`src/rtl/udc_sequencer.sv`:
```
// udc_sequencer: host-side sequencer that clears, programs, optionally verifies and runs an up/down counter
// Ports: clk, reset (async active-high); req with plr_in/ulr_in/llr_in/ccr_in from the host;
//   busy/done/err_code status (00 ok, 01 range, 10 readback mismatch, 11 timeout);
//   ncs/nwr/nrd/A1/A0/bus_dout/bus_oe/bus_din counter bus; udc_reset_n, start_out, ec counter control.
// Define UDC_READBACK_EN to read back and verify every written register before starting the counter.
module udc_sequencer #(
    parameter logic [15:0] TIMEOUT_CYCLES = 16'd4096
) (
    input  logic       clk,
    input  logic       reset,
    input  logic       req,
    input  logic [7:0] plr_in,
    input  logic [7:0] ulr_in,
    input  logic [7:0] llr_in,
    input  logic [7:0] ccr_in,
    output logic       busy,
    output logic       done,
    output logic [1:0] err_code,
    output logic       ncs,
    output logic       nwr,
    output logic       nrd,
    output logic       A1,
    output logic       A0,
    output logic [7:0] bus_dout,
    output logic       bus_oe,
    input  logic [7:0] bus_din,
    output logic       udc_reset_n,
    output logic       start_out,
    input  logic       ec
);
    typedef enum logic [2:0] {IDLE, CHECK, CLR, WR, RD, START, RUN, DONE} state_t;
    state_t      state;
    logic [7:0]  cap [4];
    logic [2:0]  step;
    logic [15:0] cnt;
    logic [1:0]  nxt;
    assign nxt = step[2:1] + 2'd1;
`ifndef UDC_READBACK_EN
    logic unused_din;
    assign unused_din = ^bus_din;
`endif
    always_ff @(posedge clk or posedge reset) begin
        if (reset) begin
            state       <= IDLE;
            busy        <= 1'b0;
            done        <= 1'b0;
            err_code    <= 2'b00;
            ncs         <= 1'b1;
            nwr         <= 1'b1;
            nrd         <= 1'b1;
            {A1, A0}    <= 2'b00;
            bus_dout    <= 8'h00;
            bus_oe      <= 1'b0;
            start_out   <= 1'b0;
            udc_reset_n <= 1'b0;
            cap         <= '{default: 8'h00};
            step        <= 3'd0;
            cnt         <= 16'd0;
        end else begin
            done      <= 1'b0;
            start_out <= 1'b0;
            case (state)
                IDLE: begin
                    udc_reset_n <= 1'b1;
                    if (req) begin
                        cap      <= '{plr_in, ulr_in, llr_in, ccr_in};
                        busy     <= 1'b1;
                        err_code <= 2'b00;
                        state    <= CHECK;
                    end
                end
                CHECK: begin
                    // cap order: 0 PLR, 1 ULR, 2 LLR, 3 CCR; a bad range ends before the bus is touched
                    if (cap[2] > cap[0] || cap[0] > cap[1]) begin
                        state    <= DONE;
                        done     <= 1'b1;
                        err_code <= 2'b01;
                    end else begin
                        state       <= CLR;
                        ncs         <= 1'b0;
                        udc_reset_n <= 1'b0;
                        step        <= 3'd0;
                    end
                end
                CLR: begin
                    step <= step + 3'd1;
                    if (step[0]) begin
                        // Counter reset release coincides with the PLR write strobe
                        udc_reset_n <= 1'b1;
                        state       <= WR;
                        step        <= 3'd0;
                        nwr         <= 1'b0;
                        bus_oe      <= 1'b1;
                        {A1, A0}    <= 2'b00;
                        bus_dout    <= cap[0];
                    end
                end
                WR: begin
                    // Even steps strobe, odd steps are gaps; address/data advance entering each strobe
                    step   <= step + 3'd1;
                    nwr    <= ~step[0];
                    bus_oe <= step[0];
                    if (step[0]) begin
                        {A1, A0} <= nxt;
                        bus_dout <= cap[nxt];
                    end
                    if (step == 3'd7) begin
                        nwr    <= 1'b1;
                        bus_oe <= 1'b0;
`ifdef UDC_READBACK_EN
                        state    <= RD;
                        step     <= 3'd0;
                        nrd      <= 1'b0;
                        {A1, A0} <= 2'b00;
`else
                        state     <= START;
                        start_out <= cap[3] != 8'h00;
`endif
                    end
                end
`ifdef UDC_READBACK_EN
                RD: begin
                    step <= step + 3'd1;
                    nrd  <= ~step[0];
                    if (step[0]) {A1, A0} <= nxt;
                    if (!step[0] && bus_din != cap[step[2:1]]) begin
                        state    <= DONE;
                        done     <= 1'b1;
                        err_code <= 2'b10;
                        nrd      <= 1'b1;
                        ncs      <= 1'b1;
                    end else if (step == 3'd7) begin
                        nrd       <= 1'b1;
                        state     <= START;
                        start_out <= cap[3] != 8'h00;
                    end
                end
`endif
                START: begin
                    cnt <= 16'd0;
                    if (cap[3] != 8'h00) state <= RUN;
                    else begin
                        state <= DONE;
                        done  <= 1'b1;
                        ncs   <= 1'b1;
                    end
                end
                RUN: begin
                    cnt <= cnt + 16'd1;
                    // ec takes priority over a timeout landing on the same cycle
                    if (ec || cnt + 16'd1 == TIMEOUT_CYCLES) begin
                        state    <= DONE;
                        done     <= 1'b1;
                        ncs      <= 1'b1;
                        err_code <= ec ? 2'b00 : 2'b11;
                    end
                end
                DONE: begin
                    busy  <= 1'b0;
                    state <= IDLE;
                end
                default: state <= IDLE;
            endcase
        end
    end
endmodule

```
`config.mk`:
```
export PLATFORM = sky130hd
export DESIGN_NAME = udc_sequencer
export DESIGN_NICKNAME = d
export VERILOG_FILES = /design/src/rtl/udc_sequencer.sv
export SDC_FILE = /design/constraint.sdc
export NUM_CORES = 1
export LEC_CHECK = 0
export ABC_AREA = 1
export CAP_MARGIN = 20
export CORE_ASPECT_RATIO = 0.7
export CORE_MARGIN = 1
export CORE_UTILIZATION = 40
export DETAILED_ROUTE_END_ITERATION = 7
export PLACE_DENSITY = 0.71
export REMOVE_ABC_BUFFERS = 1
export SYNTH_ARGS = -nofsm -noshare
export SYNTH_HDL_FRONTEND = slang
export SYNTH_SLANG_ARGS = --single-unit
```
`constraint.sdc`:
```
create_clock -name clk -period 6.5 [get_ports clk]
set_clock_uncertainty 0.05 [all_clocks]
set_input_delay 0.975 -clock clk [delete_from_list [all_inputs] [get_ports clk]]
set_output_delay 0.975 -clock clk [all_outputs]
set_load 0.005 [all_outputs]
```
==> flow_summary.yaml <==
outcome:
  status: "complete, no violations"
clock_tree:
  clock-sinks: 73
  clk_pin_slew_ps: 50
  post_cts_buffers: 0
  post_cts_resized: 0
  cts-root-buf: "clkbuf_16"
  clkLatencyLatePin_ps: 340
  cts_made_buffers: 9
  cts_tree: "built"
  cts_htree_levels: 3
  cts_max_path_buffers: 2
  hold_buffers: 0
timing:
  slew_headroom_pct: 37.7
  hold_viol_final: 0
  post-route-period-util_pct: 37.0
  fin_crit_ps: 2400
  setup-violations-final: 0
  final.setup.worst_slack_ps: 4100
  rsz0062_at_grt: "false"
  tns_ps: 0
  slew_violations: 0
  tightest_slew_ps: 934
  fmax_mhz: 416
synth:
  synth_top_cells_by_count: "110 x nand2_1, 71 x dfrtp_1, 68 x inv_1"
  synth_area_leaders: "dfrtp_1 43%, nand2_1 10%, ha_1 7.3%, inv_1 6.2%, nor2_1 4.5%"
  yosys.area_share.simple_pct: 23.3
  synthFlopType: "dfrtp_1"
  synth_mux_area_share_pct: 1.92
  synth_edf_count: 0
  yosysUniqueCellTypes: 38
  synth-compound-area-share_pct: 14.5
  yosysMostFrequentCell: "nand2_1"
  yosys_register_bits: 73
  synthAdderAreaFrac_pct: 7.30
  synth_top_area_share_pct: 43.2
  yosysSeqAreaShare_pct: 44.5
  syn-cell-area_mm2: 0.00412
  yosysWarnings: 1
  synth_top_family_by_area: "simple AND/OR/NAND/NOR gates"
  synth_area_per_cell_um2: 8.17
  synthXorXnorAreaFrac_pct: 0.395
  async_flop_share_pct: 100
  synth_top_area_cell: "dfrtp_1"
  syn_inst: 504
global_routing:
  antenna_found_initial: 0
  grt.total_usage_pct: 19.6
  grt_pass1_vias: 3424
  grt_pass1_wl_um: 16000
  grt_max_degree: 74
  grt-ovfl-total: 0
power_and_ir_drop:
  cellPowerDensity_mw_per_mm2: 438
  power.total_mw: 2.26
  ir_drop_mv: 0.226
  power.leakage_nw: 2.42
run:
  max_cap_violations: 0
detailed_routing:
  drtIter0Drc: 292
  via_per_inst: 5.11
  wire_per_inst_um: 13.9
  wirelength_um: 9620
  first_pass_iters: 5
  ant_nets: 0
  drc: 0
  vias: 3531
critical_path:
  crit_path_max_incr_delay_ps: 530
  critPathBufInv: 1
  crit_arrival_ps: 1380
  cpLargestDelayFamily: "flip-flops"
  start_kind: "register"
  worstPathMaxFanout: 2
  critPathKind: "register to primary output"
  crit_slowest_cell: "dfstp_2"
  crit_chain: "clkdlybuf4s50_1"
  critPathCaptureType: "primary output"
  worstPathRequired_ps: 5470
finish:
  fill_cells: 907
  area_delta_synth_final_pct: 25.2
  nets: 626
  diodes: 0
  layout-drive-gt1-share_pct: 10.7
die:
  fp-row-count: 30
  core_area_mm2: 0.00983
  die_w_um: 123
  initial_utilization_pct: 41.8
  dieArea_mm2: 0.0107
  top_level_ports: 64
  die_h_um: 86.9
placement:
  place_ws_ps: 3660
  hpwlAfterDp_um: 6960
  gp_congestion: 0.838
  port_buffers: 54
hold_path:
  hold_class: "register to register"
-- stage by stage --
stage	util (%)	instances	hold WS, ps	cell area, um2
after global placement	48.4	674	411	4760
after floorplan	-	491	414	4050
after CTS	52.2	690	430	5130
final	52.4	691	426	5150
after detailed placement	48.4	674	420	4760
after global routing	52.4	691	458	5150
-- where the power goes --
| part | switching [mW] | total (mW) | internal [mW] | leakage [nW] |
|---|---|---|---|---|
| clock network | 0.193 | 0.607 | 0.414 | 0.180 |
| registers | 0.113 | 0.736 | 0.623 | 0.871 |
| logic | 0.542 | 0.915 | 0.373 | 1.37 |
-- layout make-up --
type                            count  area, um2  share of cell area [%]
Clock inverter                      7        143                    2.77
Tap cell                          128        160                    3.11
Clock buffer                        9        225                    4.37
Sequential cell                    73       1830                    35.5
Multi-Input combinational cell    346       1960                    38.0
Inverter                           72        270                    5.25
Timing Repair Buffer               56        568                    11.0
-- cell families after synthesis --
| logic type | after synthesis |
|---|---|
| simple gates | 212 |
| compound gates | 101 |
| buf+inv | 85 |
| flops | 73 |
| fa+ha+maj | 24 |
| mux | 7 |
| other cells | 1 |
| xor+xnor | 1 |
-- layer usage --
metal | part of all wire [%] | track usage, % | routed length [um]
met5 | 0 | 0 | 0
met4 | 0.50 | 5.37 | 48
met3 | 5.7 | 6.35 | 545
met2 | 44 | 30.1 | 4270
met1 | 49 | 26.6 | 4750
-- registers in the layout, summed over array words and instances (netlist names) --
| signal | flops |
|---|---|
| err_code | 2 |
| nwr | 1 |
| bus_oe | 1 |
| ncs | 1 |
| udc_reset_n | 1 |
| state | 3 |
| done | 1 |
| A1 | 1 |
| start_out | 1 |
| cnt | 16 |
| cap | 32 |
| busy | 1 |
| A0 | 1 |
| bus_dout | 8 |
| step | 3 |
-- cell usage in the layout, fill, tap and decap left out, drive strengths merged, types with 4 or more instances in the layout --
cell type        n
o21ai           33
clkdlybuf4s50   54
o221ai           7
nor2            61
mux2             7
nand3           14
bufinv           4
nand4           15
a21oi           35
o22ai            5
o211ai           9
ha              24
clkbuf           9
clkinv           4
dfrtp           71
inv             71
nand2          119
-- final timing paths --
check	to	slack [ps]	start	cells after the start
worst max-delay path	ncs	4100	ncs	1
worst min-delay path	nwr	430	nwr	2
worst max register to register	cnt[6]	4100	state[0]	7
worst min register to register	nwr	430	nwr	2
max in group asynchronous	cnt[8]	4600	reset	3
min in group asynchronous	udc_reset_n	1170	reset	3
Power figures use the tool's default switching activity.
